### config.mk
export PLATFORM = sky130hd
export DESIGN_NAME = sensor_event_arbiter
export DESIGN_NICKNAME = d
export VERILOG_FILES = /design/src/rtl/home_auto_pkg.sv /design/src/rtl/sensor_event_arbiter_rr_pick.sv /design/src/rtl/sensor_event_arbiter.sv
export SDC_FILE = /design/constraint.sdc
export NUM_CORES = 1
export LEC_CHECK = 0
export CAP_MARGIN = 20
export CORE_MARGIN = 2
export CORE_UTILIZATION = 35
export CTS_CLUSTER_DIAMETER = 200
export DETAILED_ROUTE_END_ITERATION = 16
export PLACE_DENSITY = 0.56
export SLEW_MARGIN = 15
export SYNTH_ARGS = -nofsm -noshare
export SYNTH_HDL_FRONTEND = slang
export SYNTH_HIERARCHICAL = 1
export SYNTH_SLANG_ARGS = --single-unit
### constraint.sdc
create_clock -name Clk -period 6.92 [get_ports Clk]
set_input_delay 2.076 -clock Clk [delete_from_list [all_inputs] [get_ports Clk]]
set_output_delay 2.076 -clock Clk [all_outputs]
set_load 0.01 [all_outputs]
### src/rtl/home_auto_pkg.sv
// Shared types and constants for the home-automation sensor arbiter.
// Source indices, display codes and default temperature thresholds live here.
package home_auto_pkg;

  typedef enum logic [1:0] {
    IDLE  = 2'd0,
    SERVE = 2'd1,
    GAP   = 2'd2
  } state_t;

  localparam logic [2:0] SRC_FDOOR  = 3'd0;
  localparam logic [2:0] SRC_RDOOR  = 3'd1;
  localparam logic [2:0] SRC_FIRE   = 3'd2;
  localparam logic [2:0] SRC_WINDOW = 3'd3;
  localparam logic [2:0] SRC_HEAT   = 3'd4;
  localparam logic [2:0] SRC_COOL   = 3'd5;

  localparam logic [2:0] DISP_NONE   = 3'd0;
  localparam logic [2:0] DISP_FDOOR  = 3'd1;
  localparam logic [2:0] DISP_RDOOR  = 3'd2;
  localparam logic [2:0] DISP_FIRE   = 3'd3;
  localparam logic [2:0] DISP_WINDOW = 3'd4;
  localparam logic [2:0] DISP_HEAT   = 3'd5;
  localparam logic [2:0] DISP_COOL   = 3'd6;

  localparam int unsigned TEMP_LO_DEF = 50;
  localparam int unsigned TEMP_HI_DEF = 70;

  // Round-robin successor, wrapping the last source back to the first.
  function automatic logic [2:0] next_idx(input logic [2:0] idx);
    return (idx >= SRC_COOL) ? SRC_FDOOR : idx + 3'd1;
  endfunction

  function automatic logic [5:0] src_onehot(input logic [2:0] idx);
    return 6'd1 << idx;
  endfunction

  function automatic logic [2:0] disp_code(input logic [2:0] idx);
    case (idx)
      SRC_FDOOR:  return DISP_FDOOR;
      SRC_RDOOR:  return DISP_RDOOR;
      SRC_FIRE:   return DISP_FIRE;
      SRC_WINDOW: return DISP_WINDOW;
      SRC_HEAT:   return DISP_HEAT;
      SRC_COOL:   return DISP_COOL;
      default:    return DISP_NONE;
    endcase
  endfunction

endpackage

### src/rtl/sensor_event_arbiter_rr_pick.sv
// Combinational 6-way round-robin priority encoder: first pending bit at or
// above rr_ptr, wrapping from the last source back to the first.
module rr_pick
  import home_auto_pkg::*;
(
  input  logic [5:0] pending,
  input  logic [2:0] rr_ptr,
  output logic       valid,
  output logic [2:0] index
);

  always_comb begin
    logic [2:0] cand;
    valid = 1'b0;
    index = rr_ptr;
    cand  = rr_ptr;
    for (int k = 0; k < 6; k++) begin
      if (!valid && (|(pending & src_onehot(cand)))) begin
        valid = 1'b1;
        index = cand;
      end
      cand = next_idx(cand);
    end
  end

endmodule

### src/rtl/sensor_event_arbiter.sv
// Grants the shared actuator/display bank to one latched sensor event at a time,
// round-robin, with a fixed dwell and a one-cycle guard gap between grants.
// Optional FIRE_PREEMPT_EN: fire alarm preempts other grants and wins arbitration.
//
// state | meaning
// IDLE  | nothing granted, nothing pending last edge
// SERVE | one source owns the outputs, dwell counter running
// GAP   | one guard cycle with outputs low before the next grant
module sensor_event_arbiter
  import home_auto_pkg::*;
#(
  parameter int unsigned HOLD_CYCLES = 8,
  parameter int unsigned TEMP_LO     = TEMP_LO_DEF,
  parameter int unsigned TEMP_HI     = TEMP_HI_DEF
) (
  input  logic       Clk,
  input  logic       Rst,
  input  logic       SFD,
  input  logic       SRD,
  input  logic       SFA,
  input  logic       SW,
  input  logic [6:0] ST,
  input  logic       Ack,
  output logic       fdoor,
  output logic       rdoor,
  output logic       alarmbuzz,
  output logic       winbuzz,
  output logic       heater,
  output logic       cooler,
  output logic [2:0] display,
  output logic       busy,
  output logic [5:0] pending
);

  localparam int unsigned     CW       = $clog2(HOLD_CYCLES + 1);
  localparam logic [CW-1:0]   CNT_LOAD = CW'(HOLD_CYCLES - 1);

  state_t        state;
  logic [2:0]    rr_ptr;
  logic [2:0]    gidx;
  logic [CW-1:0] cnt;
  logic [5:0]    act;

  logic [5:0]    req;
  logic          rr_valid;
  logic [2:0]    rr_index;
  logic          pick_valid;
  logic [2:0]    pick_idx;
  logic          preempt;
  logic          grant_end;
  logic [5:0]    clr_mask;

  // Strict compares: the thresholds themselves raise no request.
  assign req = {ST > 7'(TEMP_HI), ST < 7'(TEMP_LO), SW, SFA, SRD, SFD};

  rr_pick u_rr_pick (
    .pending (pending),
    .rr_ptr  (rr_ptr),
    .valid   (rr_valid),
    .index   (rr_index)
  );

`ifdef FIRE_PREEMPT_EN
  assign pick_valid = rr_valid;
  assign pick_idx   = pending[SRC_FIRE] ? SRC_FIRE : rr_index;
  assign preempt    = (gidx != SRC_FIRE) && pending[SRC_FIRE];
`else
  assign pick_valid = rr_valid;
  assign pick_idx   = rr_index;
  assign preempt    = 1'b0;
`endif

  // A preempted grant keeps its pending bit; only normal end or Ack clears it.
  assign grant_end = (state == SERVE) && ((cnt == '0) || Ack);
  assign clr_mask  = grant_end ? src_onehot(gidx) : 6'd0;

  always_ff @(negedge Clk) begin
    if (Rst) begin
      state   <= IDLE;
      rr_ptr  <= 3'd0;
      gidx    <= 3'd0;
      cnt     <= '0;
      act     <= 6'd0;
      display <= DISP_NONE;
      busy    <= 1'b0;
      pending <= 6'd0;
    end else begin
      pending <= (pending | req) & ~clr_mask;
      case (state)
        IDLE, GAP: begin
          if (pick_valid) begin
            state   <= SERVE;
            gidx    <= pick_idx;
            rr_ptr  <= next_idx(pick_idx);
            cnt     <= CNT_LOAD;
            act     <= src_onehot(pick_idx);
            display <= disp_code(pick_idx);
            busy    <= 1'b1;
          end else begin
            state <= IDLE;
          end
        end
        SERVE: begin
          if (grant_end || preempt) begin
            state   <= GAP;
            act     <= 6'd0;
            display <= DISP_NONE;
            busy    <= 1'b0;
          end else begin
            cnt <= cnt - CW'(1);
          end
        end
        default: begin
          state   <= IDLE;
          act     <= 6'd0;
          display <= DISP_NONE;
          busy    <= 1'b0;
        end
      endcase
    end
  end

  assign fdoor     = act[0];
  assign rdoor     = act[1];
  assign alarmbuzz = act[2];
  assign winbuzz   = act[3];
  assign heater    = act[4];
  assign cooler    = act[5];

endmodule
==> results of run 1 <==
-- per-layer routing --
metal	GRT usage	wire, um	part of all wire
met3	0.03602	307	0.044
met2	0.2893	3167	0.46
met5	0	0	0
met4	0.08531	179	0.026
met1	0.2551	3301	0.47
-- cell usage in the layout (no fill, tap or decap), types with 3 or more instances in the layout --
cell type / count
a211oi_1: 15
a21oi_1: 21
a221oi_1: 3
a22oi_1: 3
a311oi_1: 4
a31oi_1: 4
a41oi_1: 3
and2_1: 5
and3_1: 3
buf_4: 12
clkbuf_8: 3
clkdlybuf4s50_1: 29
dfxtp_1: 28
ha_1: 13
inv_1: 48
mux2i_1: 8
nand2_1: 24
nand2b_1: 10
nand3_1: 12
nand3b_1: 5
nor2_1: 17
nor2b_1: 5
nor3_1: 10
nor3b_1: 3
o211ai_1: 3
o21ai_0: 9
o21ai_1: 3
o21bai_1: 3
o311ai_0: 3
-- per-stage QoR --
step                utilization  setup WS, ns  total power [W]
CTS                      0.4391       0.07204         0.001420
detailed placement       0.4172       0.08654         0.001270
global route             0.4391       0.04092         0.001569
floorplan                     -        0.5039         0.001047
finish                   0.4391       0.08292         0.001414
global placement         0.4172        0.1066         0.001275
-- state kept, by name (all words and copies together), names as in the netlist --
| signal | count |
|---|---|
| cnt | 4 |
| act | 6 |
| pending | 6 |
| busy | 1 |
| rr_ptr | 3 |
| display | 3 |
| gidx | 3 |
| state | 2 |
-- power groups by stage --
stage | Combinational, W | Clock (W) | Sequential (W)
6_report | 0.00101 | 0.000156 | 0.000251
5_1_grt | 0.00113 | 0.000185 | 0.000257
4_1_cts | 0.00100 | 0.000166 | 0.000251
3_5_place_dp | 0.000991 | 0.0000256 | 0.000253
3_3_place_gp | 0.000996 | 0.0000256 | 0.000254
2_1_floorplan | 0.000767 | 0.0000256 | 0.000254
-- cells by family (layout without fill, tap and decap cells) --
group / after synthesis / count (layout) / share of synthesized area
simple gates: 113 / 113 / 0.2578
compound gates: 108 / 108 / 0.3373
buf+inv: 42 / 94 / 0.07586
flops: 28 / 28 / 0.2296
fa+ha+maj: 13 / 13 / 0.06663
mux: 8 / 8 / 0.03281
-- worst min-delay path, delay by kind of cell (launching register included) --
family          cells  cell delay [ns]
compound gates      1             0.05
flops               1             0.32
simple gates        1             0.06
-- area by class of cell --
type / count / area (um2) / area share
well taps: 80 / 100.1 / 0.03374
multi-input cells: 242 / 1695 / 0.5715
clock buffers: 3 / 41.29 / 0.01392
flip-flops and latches: 28 / 560.5 / 0.1889
inverters: 21 / 78.83 / 0.02657
clock inverters: 29 / 110.1 / 0.03712
repair buffers: 41 / 380.4 / 0.1282
-- how the worst max path moves through the flow --
| stage | to | slack [ns] | startpoint | cells after the start |
|---|---|---|---|---|
| floorplan | busy | 0.50 | Ack | 4 |
| global placement | cnt[2] | 0.11 | Ack | 5 |
| detailed placement | cnt[2] | 0.09 | Ack | 5 |
| CTS | pending[1] | 0.07 | pending[1] | 1 |
| global route | pending[1] | 0.04 | pending[1] | 1 |
| finish | pending[4] | 0.08 | pending[4] | 1 |
==> impl_metrics.env, run 1 <==
export IMPL_grt_max_degree=19
export IMPL_slew_headroom=0.4460
export IMPL_wl_per_cell_um=15.67
export IMPL_die_w_um=87.52
export IMPL_drv_cap=0
export IMPL_synthCells=312
export IMPL_worst_slew_pin_slew_ns=0.8271
export IMPL_powerDensity_mw_per_mm2=476.7
export IMPL_grt_pass1_vias=2486
export IMPL_peakVddDrop_v=0.0003027
export IMPL_dp_cells=413
export IMPL_initial_core_util=0.3613
export IMPL_antenna_found_initial=0
export IMPL_slowest_stage="clkdlybuf4s50_1"
export IMPL_stdcell_area_mm2=0.002967
export IMPL_drtIter0Drc=157
export IMPL_viasPerCell=5.723
export IMPL_cts_max_path_buffers=2
export IMPL_drt_first_pass_iters=4
export IMPL_route_detailed_drc=0
export IMPL_r2r_end="act[1]"
export IMPL_fp_dieH_um=87.52
export IMPL_power_switching_w=0.0007275
export IMPL_worstSetupPathType="flop to primary output"
export IMPL_synth_enable_flop_cells=0
export IMPL_swShare=0.5144
export IMPL_cts_resized=0
export IMPL_fin_nets=392
export IMPL_drv_slew=0
export IMPL_grt_use_total=0.1884
export IMPL_cts_setup_buffers=0
export IMPL_dieArea_mm2=0.007659
export IMPL_power_internal_w=0.0006867
export IMPL_cp_slowest_stage_delay_ns=0.56
export IMPL_tns_ns=0
export IMPL_comb_power_share=0.712
export IMPL_setup_violations=0
export IMPL_syn_avg_cell_area_um2=7.824
export IMPL_rrSetupSlack_ns=1.64
export IMPL_cp_start_kind="flop"
export IMPL_overflow=0
export IMPL_grt_first_pass_wirelength_um=11750
export IMPL_outcome="finished, final reports clean"
export IMPL_rows=30
export IMPL_seq_area_frac_synth=0.2296
export IMPL_reg2reg_from="rr_ptr[0]"
export IMPL_synth_top_area_share=0.2296
export IMPL_hold_path_end="gidx[0]"
export IMPL_crit_arrival_ns=4.76
export IMPL_netlist_area_mm2=0.002441
export IMPL_drive_gt1_frac=0.06868
export IMPL_ant_nets=0
export IMPL_ys_seq_elements=28
export IMPL_hold_start="gidx[0]"
export IMPL_crit_chain="clkdlybuf4s50_1"
export IMPL_htree_levels=1
export IMPL_cp_end_kind="primary output"
export IMPL_place_area_mm2=0.002819
export IMPL_io_pins=30
export IMPL_synth_common_cells="dfxtp_1 (28), nand2_1 (24), a21oi_1 (21), inv_1 (21), nor2_1 (17)"
export IMPL_vias=2541
export IMPL_async_flop_share=0
export IMPL_ys_types=70
export IMPL_clk_pin_slew_ns=0.04
export IMPL_power_leakage_nw=1.205
export IMPL_synth_top_cells_by_area="dfxtp_1 (23%), ha_1 (6.7%), a211oi_1 (4.6%), a21oi_1 (4.3%), nand2_1 (3.7%)"
export IMPL_hold_buffers=0
export IMPL_yosys_warnings=6
export IMPL_final_cells=444
export IMPL_synth_most_common_cell="dfxtp_1"
export IMPL_hold_violations=0
export IMPL_drt_wl_total_um=6956
export IMPL_clk_latency_ns=0.36
export IMPL_clock_sinks=28
export IMPL_rsz0062_at_grt="false"
export IMPL_synth_area_leader_cell="dfxtp_1"
export IMPL_ff2ff_path_depth=20
export IMPL_syn2layout_area_growth_pct=21.53
export IMPL_gp_congestion=0.9533
export IMPL_min_path_cells=2
export IMPL_cts_root_buf="clkbuf_8"
export IMPL_seqPwrFrac=0.178
export IMPL_portBuffers=29
export IMPL_cp_top_family="buffers and inverters"
export IMPL_ys_flop_type="dfxtp_1"
export IMPL_cts_buffers=3
export IMPL_dpl_hpwl_um=5041
export IMPL_cts_tree="yes"
export IMPL_diodes=0
export IMPL_synthesis_nets=339
export IMPL_skew_ns=0.02066
export IMPL_nFillCells=729
export IMPL_critPathRequiredTime_ns=4.84
export IMPL_clockPowerShare=0.111
export IMPL_coreArea_mm2=0.006756
export IMPL_cp_max_fo=2
export IMPL_whs_ns=0.4777
export IMPL_hp_class="flop to flop"
export IMPL_crit_buf_inv=1
No activity file was read; power rests on OpenSTA's default activity.
==> run 2: changes to the inputs <==
--- a/config.mk
+++ b/config.mk
@@ -10,7 +10,7 @@
 export CORE_UTILIZATION = 35
 export CTS_CLUSTER_DIAMETER = 200
 export DETAILED_ROUTE_END_ITERATION = 16
-export PLACE_DENSITY = 0.56
+export PLACE_DENSITY = 0.58
 export SLEW_MARGIN = 15
 export SYNTH_ARGS = -nofsm -noshare
 export SYNTH_HDL_FRONTEND = slang
==> constraint.sdc (replaced) <==
create_clock -name Clk -period 6 [get_ports Clk]
set_input_delay 1.8 -clock Clk [delete_from_list [all_inputs] [get_ports Clk]]
set_output_delay 1.8 -clock Clk [all_outputs]
set_load 0.01 [all_outputs]
==> impl_metrics.env, run 2 (synthesis gave the netlist of run 1 again) <==
export IMPL_outcome="finished, final reports clean"
export IMPL_grt_first_pass_wirelength_um=11590
export IMPL_wl_per_cell_um=15.18
export IMPL_cp_max_fo=3
export IMPL_grt_pass1_vias=2483
export IMPL_cp_start_kind="flop"
export IMPL_power_leakage_nw=1.298
export IMPL_reg_largest_list="act: 6 flops, pending: 6 flops, cnt: 4 flops"
export IMPL_gr_usage_met1=0.2469
export IMPL_cts_buffers=3
export IMPL_setup_violations=0
export IMPL_vias=2622
export IMPL_hold_violations=0
export IMPL_stdcell_area_mm2=0.002993
export IMPL_clockPowerShare=0.113
export IMPL_place_area_mm2=0.002864
export IMPL_power_w=0.001659
export IMPL_cp_top_family="flip-flops"
export IMPL_rsz0062_at_grt="false"
export IMPL_dieArea_mm2=0.007659
export IMPL_grt_use_met3=0.03886
export IMPL_die_w_um=87.52
export IMPL_whs_ns=0.4672
export IMPL_drtIter0Drc=179
export IMPL_rows=30
export IMPL_worstSetupPathType="flop to primary output"
export IMPL_drv_slew=0
export IMPL_reg2reg_from="rr_ptr[1]"
export IMPL_fin_nets=398
export IMPL_power_switching_w=0.0008495
export IMPL_antenna_found_initial=0
export IMPL_cp_startpoint="pending[1]"
export IMPL_crit_arrival_ns=4.04
export IMPL_diodes=0
export IMPL_cp_num_cells=1
export IMPL_dpl_hpwl_um=5015
export IMPL_powerDensity_mw_per_mm2=554.2
export IMPL_clock_sinks=28
export IMPL_clk_latency_ns=0.36
export IMPL_met2_usage=0.2789
export IMPL_rrSetupSlack_ns=1.08
export IMPL_ff2ff_path_depth=18
export IMPL_overflow=0
export IMPL_syn2layout_area_growth_pct=22.60
export IMPL_power_internal_w=0.0008091
export IMPL_slowest_stage="dfxtp_1"
export IMPL_htree_levels=1
export IMPL_r2r_end="rr_ptr[2]"
export IMPL_slew_headroom=0.5829
export IMPL_grt_max_degree=18
export IMPL_peakVddDrop_v=0.0002642
export IMPL_ant_nets=0
export IMPL_grt_use_total=0.1842
export IMPL_crit_buf_inv=1
export IMPL_cp_slowest_stage_delay_ns=0.39
export IMPL_swShare=0.5122
export IMPL_hold_buffers=0
export IMPL_coreArea_mm2=0.006756
export IMPL_clk_pin_slew_ns=0.04
export IMPL_cts_max_path_buffers=2
export IMPL_io_pins=30
export IMPL_route_detailed_drc=0
export IMPL_seqPwrFrac=0.176
export IMPL_grt_busiest_layer="met2"
export IMPL_initial_core_util=0.3613
export IMPL_viasPerCell=5.827
export IMPL_drv_cap=0
export IMPL_comb_power_share=0.711
export IMPL_cts_tree="yes"
export IMPL_tns_ns=0
export IMPL_gp_congestion=0.8771
export IMPL_worst_slew_pin_slew_ns=0.6256
export IMPL_portBuffers=29
export IMPL_final_common_cell="inv_1"
export IMPL_final_cell_mix="inv_1 (48), dfxtp_1 (28), nand2_1 (24)"
export IMPL_hp_class="flop to flop"
export IMPL_crit_chain="dlygate4sd2_1"
export IMPL_cp_end_kind="primary output"
export IMPL_drt_wl_total_um=6833
export IMPL_drt_first_pass_iters=5
export IMPL_cts_root_buf="clkbuf_8"
export IMPL_nFillCells=709
export IMPL_fp_dieH_um=87.52
export IMPL_critPathRequiredTime_ns=4.20
export IMPL_cp_endpoint="pending[1]"
export IMPL_drive_gt1_frac=0.08378
export IMPL_skew_ns=0.01987
[run 2: power by group through the flow]
stage | Clock [W] | Sequential (W) | Combinational, W
global placement | 0.0000295 | 0.000296 | 0.00118
floorplan | 0.0000295 | 0.000293 | 0.000884
CTS | 0.000197 | 0.000292 | 0.00117
finish | 0.000187 | 0.000292 | 0.00118
global route | 0.000216 | 0.000299 | 0.00132
detailed placement | 0.0000295 | 0.000295 | 0.00117
[run 2: metrics by stage]
step / utilization / setup WS [ns] / cells
final: 0.4430 / 0.1611 / 450
after global routing: 0.4430 / 0.1070 / 450
after CTS: 0.4430 / 0.1550 / 450
after detailed placement: 0.4239 / -0.08426 / 419
after global placement: 0.4239 / -0.06227 / 419
after floorplan: - / 0.3199 / 312
[run 2: per-layer routing]
metal	routed length, um	up-vias
li1	-	1298
met4	215	0
met1	3109	1203
met5	0	-
met3	429	14
met2	3078	107
[run 2: worst min-delay path by stage]
stage / from / end / slack [ns] / cells past startpoint
4_1_cts: rr_ptr[0] / rr_ptr[0] / 0.47 / 2
2_1_floorplan: rr_ptr[2] / rr_ptr[2] / 0.43 / 2
3_3_place_gp: rr_ptr[0] / rr_ptr[0] / 0.44 / 2
5_1_grt: gidx[0] / gidx[0] / 0.49 / 2
3_5_place_dp: rr_ptr[0] / rr_ptr[0] / 0.46 / 2
6_report: rr_ptr[0] / rr_ptr[0] / 0.47 / 2
[run 2: final cells by class]
type,count,area (um2),area share
Clock buffer,3,41.29,0.01380
Clock inverter,29,111.4,0.03721
Inverter,21,78.83,0.02634
Multi-Input combinational cell,242,1695,0.5665
Sequential cell,28,560.5,0.1873
Tap cell,80,100.1,0.03344
Timing Repair Buffer,47,405.4,0.1355
[run 2: timing repair]
item                                    in CTS  in global routing
buffers inserted                             0                  0
resized for setup                           16                  0
endpoints found under the setup margin      16                  0
